File: src/rtl/imm_gen_pipe.sv
// Pipelined RISC-V immediate generator. The decoder feeds one output register
// backed by a skid register, and an illegal-instruction counter saturates at all-ones.
module imm_gen_pipe #(
    parameter int XLEN  = 32,
    parameter int CNT_W = 16
) (
    input  logic             clk,
    input  logic             rst_n,
    input  logic             in_valid,
    output logic             in_ready,
    input  logic [31:0]      in_inst,
    output logic             out_valid,
    input  logic             out_ready,
    output logic [XLEN-1:0]  out_imm,
    output logic [2:0]       out_fmt,
    output logic             out_illegal,
    output logic [CNT_W-1:0] illegal_cnt,
    input  logic             clr_cnt
);

    localparam logic [2:0] FMT_R   = 3'd0;
    localparam logic [2:0] FMT_I   = 3'd1;
    localparam logic [2:0] FMT_S   = 3'd2;
    localparam logic [2:0] FMT_B   = 3'd3;
    localparam logic [2:0] FMT_U   = 3'd4;
    localparam logic [2:0] FMT_J   = 3'd5;
    localparam logic [2:0] FMT_ILL = 3'd7;

    localparam logic [6:0] OP_LOAD   = 7'b0000011;
    localparam logic [6:0] OP_IMM    = 7'b0010011;
    localparam logic [6:0] OP_JALR   = 7'b1100111;
    localparam logic [6:0] OP_IMM32  = 7'b0011011;
    localparam logic [6:0] OP_STORE  = 7'b0100011;
    localparam logic [6:0] OP_BRANCH = 7'b1100011;
    localparam logic [6:0] OP_LUI    = 7'b0110111;
    localparam logic [6:0] OP_AUIPC  = 7'b0010111;
    localparam logic [6:0] OP_JAL    = 7'b1101111;
    localparam logic [6:0] OP_REG    = 7'b0110011;
    localparam logic [6:0] OP_REG32  = 7'b0111011;

    logic [6:0]       opcode_s;
    logic [2:0]       funct3_s;
    logic             is_shift_s;
    logic [11:0]      imm_s_s;
    logic [12:0]      imm_b_s;
    logic [31:0]      imm_u_s;
    logic [20:0]      imm_j_s;
    logic [XLEN-1:0]  dec_imm_s;
    logic [2:0]       dec_fmt_s;
    logic             dec_ill_s;

    logic             out_valid_r, out_valid_nxt_s;
    logic [XLEN-1:0]  out_imm_r, out_imm_nxt_s;
    logic [2:0]       out_fmt_r, out_fmt_nxt_s;
    logic             out_ill_r, out_ill_nxt_s;
    logic             skid_valid_r, skid_valid_nxt_s;
    logic [XLEN-1:0]  skid_imm_r, skid_imm_nxt_s;
    logic [2:0]       skid_fmt_r, skid_fmt_nxt_s;
    logic             skid_ill_r, skid_ill_nxt_s;
    logic             in_ready_r;
    logic [CNT_W-1:0] cnt_r, cnt_nxt_s;
    logic             accept_s;
    logic             out_free_s;

    assign opcode_s   = in_inst[6:0];
    assign funct3_s   = in_inst[14:12];
    assign is_shift_s = (funct3_s == 3'b001) || (funct3_s == 3'b101);
    assign imm_s_s    = {in_inst[31:25], in_inst[11:7]};
    assign imm_b_s    = {in_inst[31], in_inst[7], in_inst[30:25], in_inst[11:8], 1'b0};
    assign imm_u_s    = {in_inst[31:12], 12'h000};
    assign imm_j_s    = {in_inst[31], in_inst[19:12], in_inst[20], in_inst[30:21], 1'b0};

    // Opcode decode and immediate assembly for the incoming instruction.
    always_comb begin
        dec_imm_s = '0;
        dec_fmt_s = FMT_ILL;
        dec_ill_s = 1'b1;
        case (opcode_s)
            OP_LOAD, OP_JALR: begin
                dec_imm_s = XLEN'($signed(in_inst[31:20]));
                dec_fmt_s = FMT_I;
                dec_ill_s = 1'b0;
            end
            OP_IMM: begin
                dec_fmt_s = FMT_I;
                dec_ill_s = 1'b0;
                // Shift amounts are zero-extended; RV64 uses a 6-bit shamt.
                if (is_shift_s) begin
                    if (XLEN == 64) begin
                        dec_imm_s = XLEN'(in_inst[25:20]);
                    end else begin
                        dec_imm_s = XLEN'(in_inst[24:20]);
                    end
                end else begin
                    dec_imm_s = XLEN'($signed(in_inst[31:20]));
                end
            end
            OP_IMM32: begin
                if (XLEN == 64) begin
                    dec_fmt_s = FMT_I;
                    dec_ill_s = 1'b0;
                    if (is_shift_s) begin
                        dec_imm_s = XLEN'(in_inst[24:20]);
                    end else begin
                        dec_imm_s = XLEN'($signed(in_inst[31:20]));
                    end
                end else begin
                    dec_fmt_s = FMT_ILL;
                    dec_ill_s = 1'b1;
                end
            end
            OP_STORE: begin
                dec_imm_s = XLEN'($signed(imm_s_s));
                dec_fmt_s = FMT_S;
                dec_ill_s = 1'b0;
            end
            OP_BRANCH: begin
                dec_imm_s = XLEN'($signed(imm_b_s));
                dec_fmt_s = FMT_B;
                dec_ill_s = 1'b0;
            end
            OP_LUI, OP_AUIPC: begin
                dec_imm_s = XLEN'($signed(imm_u_s));
                dec_fmt_s = FMT_U;
                dec_ill_s = 1'b0;
            end
            OP_JAL: begin
                dec_imm_s = XLEN'($signed(imm_j_s));
                dec_fmt_s = FMT_J;
                dec_ill_s = 1'b0;
            end
            OP_REG: begin
                dec_fmt_s = FMT_R;
                dec_ill_s = 1'b0;
            end
            OP_REG32: begin
                if (XLEN == 64) begin
                    dec_fmt_s = FMT_R;
                    dec_ill_s = 1'b0;
                end else begin
                    dec_fmt_s = FMT_ILL;
                    dec_ill_s = 1'b1;
                end
            end
            default: begin
                dec_imm_s = '0;
                dec_fmt_s = FMT_ILL;
                dec_ill_s = 1'b1;
            end
        endcase
    end

    assign accept_s   = in_valid && in_ready_r;
    assign out_free_s = !out_valid_r || out_ready;

    // Next-state for the output/skid pair; in_ready is only high when the skid is empty.
    always_comb begin
        out_valid_nxt_s  = out_valid_r;
        out_imm_nxt_s    = out_imm_r;
        out_fmt_nxt_s    = out_fmt_r;
        out_ill_nxt_s    = out_ill_r;
        skid_valid_nxt_s = skid_valid_r;
        skid_imm_nxt_s   = skid_imm_r;
        skid_fmt_nxt_s   = skid_fmt_r;
        skid_ill_nxt_s   = skid_ill_r;
        if (out_free_s) begin
            if (skid_valid_r) begin
                out_valid_nxt_s  = 1'b1;
                out_imm_nxt_s    = skid_imm_r;
                out_fmt_nxt_s    = skid_fmt_r;
                out_ill_nxt_s    = skid_ill_r;
                skid_valid_nxt_s = 1'b0;
            end else if (accept_s) begin
                out_valid_nxt_s = 1'b1;
                out_imm_nxt_s   = dec_imm_s;
                out_fmt_nxt_s   = dec_fmt_s;
                out_ill_nxt_s   = dec_ill_s;
            end else begin
                out_valid_nxt_s = 1'b0;
            end
        end else begin
            if (accept_s) begin
                skid_valid_nxt_s = 1'b1;
                skid_imm_nxt_s   = dec_imm_s;
                skid_fmt_nxt_s   = dec_fmt_s;
                skid_ill_nxt_s   = dec_ill_s;
            end else begin
                skid_valid_nxt_s = skid_valid_r;
            end
        end
    end

    // Saturating illegal counter; clear wins over increment.
    always_comb begin
        cnt_nxt_s = cnt_r;
        if (clr_cnt) begin
            cnt_nxt_s = '0;
        end else if (out_valid_r && out_ready && out_ill_r && (cnt_r != '1)) begin
            cnt_nxt_s = cnt_r + CNT_W'(1);
        end else begin
            cnt_nxt_s = cnt_r;
        end
    end

    // State registers.
    always_ff @(posedge clk or negedge rst_n) begin
        if (!rst_n) begin
            out_valid_r  <= 1'b0;
            out_imm_r    <= '0;
            out_fmt_r    <= FMT_R;
            out_ill_r    <= 1'b0;
            skid_valid_r <= 1'b0;
            skid_imm_r   <= '0;
            skid_fmt_r   <= FMT_R;
            skid_ill_r   <= 1'b0;
            in_ready_r   <= 1'b1;
            cnt_r        <= '0;
        end else begin
            out_valid_r  <= out_valid_nxt_s;
            out_imm_r    <= out_imm_nxt_s;
            out_fmt_r    <= out_fmt_nxt_s;
            out_ill_r    <= out_ill_nxt_s;
            skid_valid_r <= skid_valid_nxt_s;
            skid_imm_r   <= skid_imm_nxt_s;
            skid_fmt_r   <= skid_fmt_nxt_s;
            skid_ill_r   <= skid_ill_nxt_s;
            in_ready_r   <= !skid_valid_nxt_s;
            cnt_r        <= cnt_nxt_s;
        end
    end

    assign in_ready    = in_ready_r;
    assign out_valid   = out_valid_r;
    assign out_imm     = out_imm_r;
    assign out_fmt     = out_fmt_r;
    assign out_illegal = out_ill_r;
    assign illegal_cnt = cnt_r;

endmodule

File: config.mk
export PLATFORM = sky130hd
export DESIGN_NAME = imm_gen_pipe
export DESIGN_NICKNAME = d
export VERILOG_FILES = /design/src/rtl/imm_gen_pipe.sv
export SDC_FILE = /design/constraint.sdc
export NUM_CORES = 1
export LEC_CHECK = 0
export CAP_MARGIN = 5
export CORE_ASPECT_RATIO = 1.2
export CORE_MARGIN = 2
export CORE_UTILIZATION = 47
export CTS_CLUSTER_SIZE = 10
export DETAILED_ROUTE_END_ITERATION = 10
export GPL_TIMING_DRIVEN = 0
export PLACE_DENSITY_LB_ADDON = 0.25
export RECOVER_POWER = 25
export SETUP_SLACK_MARGIN = 0.5
export SYNTH_ARGS = -nofsm -noshare
export SYNTH_HDL_FRONTEND = slang
export SYNTH_SLANG_ARGS = --single-unit
File: constraint.sdc
create_clock -name clk -period 4.25 [get_ports clk]
set_clock_uncertainty 0.1 [all_clocks]
set_input_delay 0.6375 -clock clk [delete_from_list [all_inputs] [get_ports clk]]
set_output_delay 0.6375 -clock clk [all_outputs]
set_load 0.005 [all_outputs]
## Word level (Yosys, flattened, before mapping)

Index checks and enable logic that the tools add are counted.

| storage, ports and cells | value |
|---|---|
| register bits | 91 |
| word-level logic and storage cells | 56 |

| cells by class | value |
|---|---|
| add/sub/neg operators | 1 |
| equality and inequality tests | 12 |
| mux-type cells | 16 |
| bitwise gates (word level) | 1 |
| reduce and logical (&&, ||, !) cells | 16 |

Operator list:

| operator | number |
|---|---|
| 32-bit one-hot mux with 6 select lines | 1 |
| 32-bit 2-to-1 mux | 3 |
| 16-bit 2-to-1 mux | 2 |
| 7-bit by 6-bit equality test with 1-bit output (second input constant) | 3 |
| 7-bit equality test (second input constant) | 3 |
| 3-bit one-hot mux with 6 select lines | 1 |
| 16-bit by 1-bit adder with 16-bit output (second input constant) | 1 |
| 16-bit inequality test (second input constant) | 1 |
| 7-bit by 5-bit equality test with 1-bit output (second input constant) | 2 |
| 9-bit OR reduction | 1 |
| 7-bit by 2-bit equality test with 1-bit output (second input constant) | 1 |
| 1-bit 2-to-1 mux | 7 |
| 3-bit 2-to-1 mux | 2 |
| 1-bit logical AND | 4 |
| 2-bit AND reduction | 2 |
| 2-bit nonzero test | 2 |
| 2-bit OR reduction | 2 |
| 3-bit by 1-bit equality test with 1-bit output (second input constant) | 1 |
| 3-bit equality test (second input constant) | 1 |
| 3-bit OR reduction | 1 |
| 1-bit logical NOT | 2 |
| 1-bit logical OR | 2 |
| 1-bit NOT | 1 |

## Longest topological paths before layout

| depth | value |
|---|---|
| word-level depth | 6 |
| depth in mapped cells | 7 |

## Least setup slack after synthesis

Ideal clock, no wire load.

| path | value |
|---|---|
| kind | input -> register |
| from | input port in_inst[5] |
| to | register out_imm_r[10] (netlist: out_imm[10]) |
| data arrival time | 2.030 ns |
| required time | 4.084 ns |
| path slack | 2.054 ns |
| stages | 5 |
| buffers on the path | 1 |
| cell sequence | clkbuf_1 > mux2_2 > or3_1 > a21oi_2 > a221o_1 |

| between the ends | value |
|---|---|
| longest elaborated chain between the ends | 5 |

Ends and longest elaborated chain:

| element | RTL line | RTL |
|---|---|---|
| start, declared | 11 | `input logic [31:0] in_inst,` |
| 7-bit by 6-bit equality test with 1-bit output (tied with other cells) | 78 | `case (opcode_s)` |
| 2-bit OR reduction | -- |  |
| 32-bit one-hot mux with 6 select lines * | 78 |  |
| 32-bit 2-to-1 mux * | 173 | `end else if (accept_s) begin` |
| 32-bit 2-to-1 mux * | 167 | `if (skid_valid_r) begin` |
| end signal, assigned | 220 | `out_imm_r <= out_imm_nxt_s;` |
| end, declared | 53 | `logic [XLEN-1:0] out_imm_r, out_imm_nxt_s;` |

Mark *: on every way between the ends. The rest lies on a longest branch, timed or not. The select of a mux whose other input is x is not followed.
A chain may end at the register's enable or synchronous reset.

## Final worst setup path

| path | value |
|---|---|
| from | input port out_ready |
| to | register out_imm_r[27] (netlist: out_imm[27]) |

| between the ends | value |
|---|---|
| longest elaborated chain between the ends | 2 |

Ends and longest elaborated chain:

| element | RTL line | RTL |
|---|---|---|
| start, declared | 13 | `input logic out_ready,` |
| 1-bit logical OR | 154 | `assign out_free_s = !out_valid_r \|\| out_ready;` |
| 2-bit AND reduction (no line) | -- |  |

Every way passes these cells.

==> qor.yml <==
run_status:
  status: "complete, but fails checks"
  violations: "capacitance limit, slew limit"
sta:
  whs_ps: 380
  hold_violations: 0
  rsz0062_at_grt: "false"
  slew_headroom: -0.137
  setup_viol_count_final: 0
  period_needed_ps: 2690
  setup_slack_ps: 1560
  max_freq_mhz: 372
  finalMaxSlewViolations: 28
  post-route-period-util: 0.632
  tightest_slew_ps: 1710
setup_path:
  critPathTopFamily: "buffers and inverters"
  reg2reg_slack_ps: 1870
  cp-end-kind: "flip-flop"
  worst-setup-path-type: "input port to flip-flop"
  crit_slowest_cell: "clkdlybuf4s50_1"
  critPathMostFrequentCell: "clkbuf_1"
  worstPathCellList: "clkdlybuf4s50_1 -> nand2b_1 -> clkbuf_1 -> clkbuf_1 -> clkbuf_1 -> nand3b_1 -> o21ai_0 -> a21oi_1"
  critPathRequiredTime_ps: 4380
  crit_buf_inv: 4
  arrival_ps: 2820
  crit_fanout: 10
  startpoint_type: "input port"
  max_stage_delay_ps: 540
route:
  routedWlPerCell_um: 17.6
  ant_nets: 0
  drc_errors: 0
  wl_mm: 11.9
  viasPerCell: 5.97
  drt_iter0_markers: 232
  firstDrtPassIters: 5
  vias: 4025
clock_tree:
  h-tree-depth: 3
  cts_tree: "built"
  cts_root_buffer: "clkbuf_8"
  clock_path_buffers: 2
  cts_setup_buffers: 0
  cts_hold_buf: 0
  numCtsBuffers: 9
  clk_pin_slew_ps: 90
  insertion_delay_ps: 350
  clock_sinks: 91
  cts_resized: 0
finish:
  nets: 587
  antenna_cells: 0
  fill_cells: 793
  drive_above_1_share: 0.0668
  fin_util: 0.620
  design_area_mm2: 0.00563
  synthToLayoutAreaGrowth_pct: 28.0
floorplan:
  die_h_um: 110
  core_area_mm2: 0.00908
  die_w_um: 92.3
  fp.dieArea_mm2: 0.0101
  pin_count: 91
  rows: 38
  start_util: 0.484
yosys:
  synth.avg_cell_area_um2: 9.79
  synth_fa_ha_area_frac: 0.00285
  yosys.area_share.simple: 0.207
  yosysWarnings: 0
  synth_mux_area_frac: 0.0191
  synth-seq-cells: 91
  yosysSeqAreaShare: 0.518
  synth_edf_count: 0
  netlist_area_mm2: 0.00440
  syn_nets: 487
  synth_compound_area_frac: 0.217
  ys_types: 52
  synth_xor_area_frac: 0
  synth-async-reset-ratio: 1.00
  synth_cells: 449
  synth_ff_type: "dfrtp_1"
  synth_top_family_by_area: "compound AO/OA/AOI/OAI gates"
power:
  irDropWorstVdd_v: 0.000200
  total_power_uw: 2010
  leakage_uw: 0.00238
  power_density_mw_per_mm2: 357
hold_path:
  hp-class: "flip-flop to flip-flop"
flow_run:
  cap_violations: 1
grt:
  antenna_found_initial: 0
  grt_max_degree: 65
  grtUsageTotal: 0.241
  overflow: 0
  grt_first_pass_wirelength_mm: 19.2
  grt_pass1_vias: 3885
placement:
  postPlaceCellArea_mm2: 0.00545
  gp_congestion: 0.868
  io_buffers: 88
  place_hpwl_mm: 8.43
  dp_worst_setup_slack_ps: 1230
[final cells by class]
| type | count | area, um^2 | area share |
|---|---|---|---|
| buffer | 31 | 139 | 0.0247 |
| clock buffer | 12 | 155 | 0.0276 |
| clock inverter | 4 | 25.0 | 0.00445 |
| inverter | 5 | 18.8 | 0.00333 |
| multi-input combinational | 322 | 1960 | 0.348 |
| sequential | 91 | 2280 | 0.405 |
| tap | 120 | 150 | 0.0267 |
| timing repair buffer | 89 | 902 | 0.160 |
[placed cells by master (no fill, tap or decap), drive strengths merged, types with 9 or more instances in the layout]
| cell type | instances |
|---|---|
| or3 | 9 |
| nand2 | 44 |
| nor3 | 9 |
| nor2 | 23 |
| clkdlybuf4s50 | 87 |
| clkbuf | 36 |
| o21ai | 46 |
| nand3 | 17 |
| a21oi | 38 |
| dfrtp | 90 |
| nand3b | 14 |
| and3 | 15 |
| a31oi | 12 |
| a221o | 14 |
[cells in the mapped netlist (all sizes together), types with 2 or more instances]
| cell | instances | share of area |
|---|---|---|
| a211o | 8 | 0.016 |
| a21oi | 38 | 0.045 |
| a221o | 14 | 0.032 |
| a22o | 6 | 0.012 |
| a22oi | 5 | 0.0085 |
| a31oi | 12 | 0.017 |
| and3 | 15 | 0.021 |
| and3b | 3 | 0.0060 |
| buf | 7 | 0.0091 |
| clkbuf | 23 | 0.020 |
| dfrtp | 90 | 0.51 |
| inv | 5 | 0.0043 |
| mux2 | 3 | 0.0077 |
| mux2i | 5 | 0.011 |
| nand2 | 44 | 0.038 |
| nand2b | 8 | 0.011 |
| nand3 | 17 | 0.022 |
| nand3b | 14 | 0.024 |
| nand4 | 5 | 0.0071 |
| nor2 | 23 | 0.020 |
| nor2b | 2 | 0.0028 |
| nor3 | 9 | 0.013 |
| nor4 | 5 | 0.0071 |
| o21ai | 46 | 0.052 |
| o31ai | 8 | 0.014 |
| o32ai | 2 | 0.0040 |
| or2 | 2 | 0.0028 |
| or3 | 9 | 0.014 |
| or4 | 5 | 0.0085 |
[metal layers]
layer / vias to the layer above / GRT usage / part of all wire
met3: 12 / 0.0411 / 0.056
met5: - / 0 / 0
met2: 146 / 0.414 / 0.51
met4: 0 / 0.0800 / 0.011
met1: 1990 / 0.312 / 0.43
li1: 1877 / - / -
[cell families (layout without fill, tap and decap cells)]
kind of cell	Yosys count	after routing
and+or+nand+nor	166	166
AOI/OAI and AO/OA	147	147
DFF	91	91
buffers and inverters	36	141
muxes	8	8
adders and majority gates	1	1
[power breakdown]
group / total (uW) / switching (uW) / internal [uW] / leakage (uW)
clock: 544 / 301 / 243 / 0.0000884
sequential: 1040 / 64.5 / 972 / 0.00118
combinational: 430 / 209 / 220 / 0.00111
[worst paths after layout]
kind,start,cells past startpoint,end
worst min register to register,skid_imm_r[2],2,skid_imm_r[2]
worst min-delay path,skid_imm_r[2],2,skid_imm_r[2]
max in group asynchronous,rst_n,2,in_ready
worst max register to register,in_ready,6,out_imm[20]
min in group asynchronous,rst_n,1,out_imm[18]
worst max-delay path,out_ready,8,out_imm[27]
[state kept, by name, summed over array words and instances, names as in the netlist, 3 cells and up]
register and cells:
skid_imm_r 32, illegal_cnt 16, out_fmt 3, skid_fmt_r 3, out_imm 32
[stage by stage]
step | instances | TNS [ps]
3_3_place_gp | 657 | -77270
6_report | 674 | 0
3_5_place_dp | 658 | 0
2_1_floorplan | 449 | 0
4_1_cts | 674 | 0
5_1_grt | 674 | 0
[worst register-to-register path, cell delays in order (launching register included)]
cell,delay [ps]
dfstp_2,570
nand2_1,80
or3_1,410
clkbuf_1,290
nor3_1,380
buf_2,300
a21oi_1,110
No activity file was read; power rests on OpenSTA's default activity.
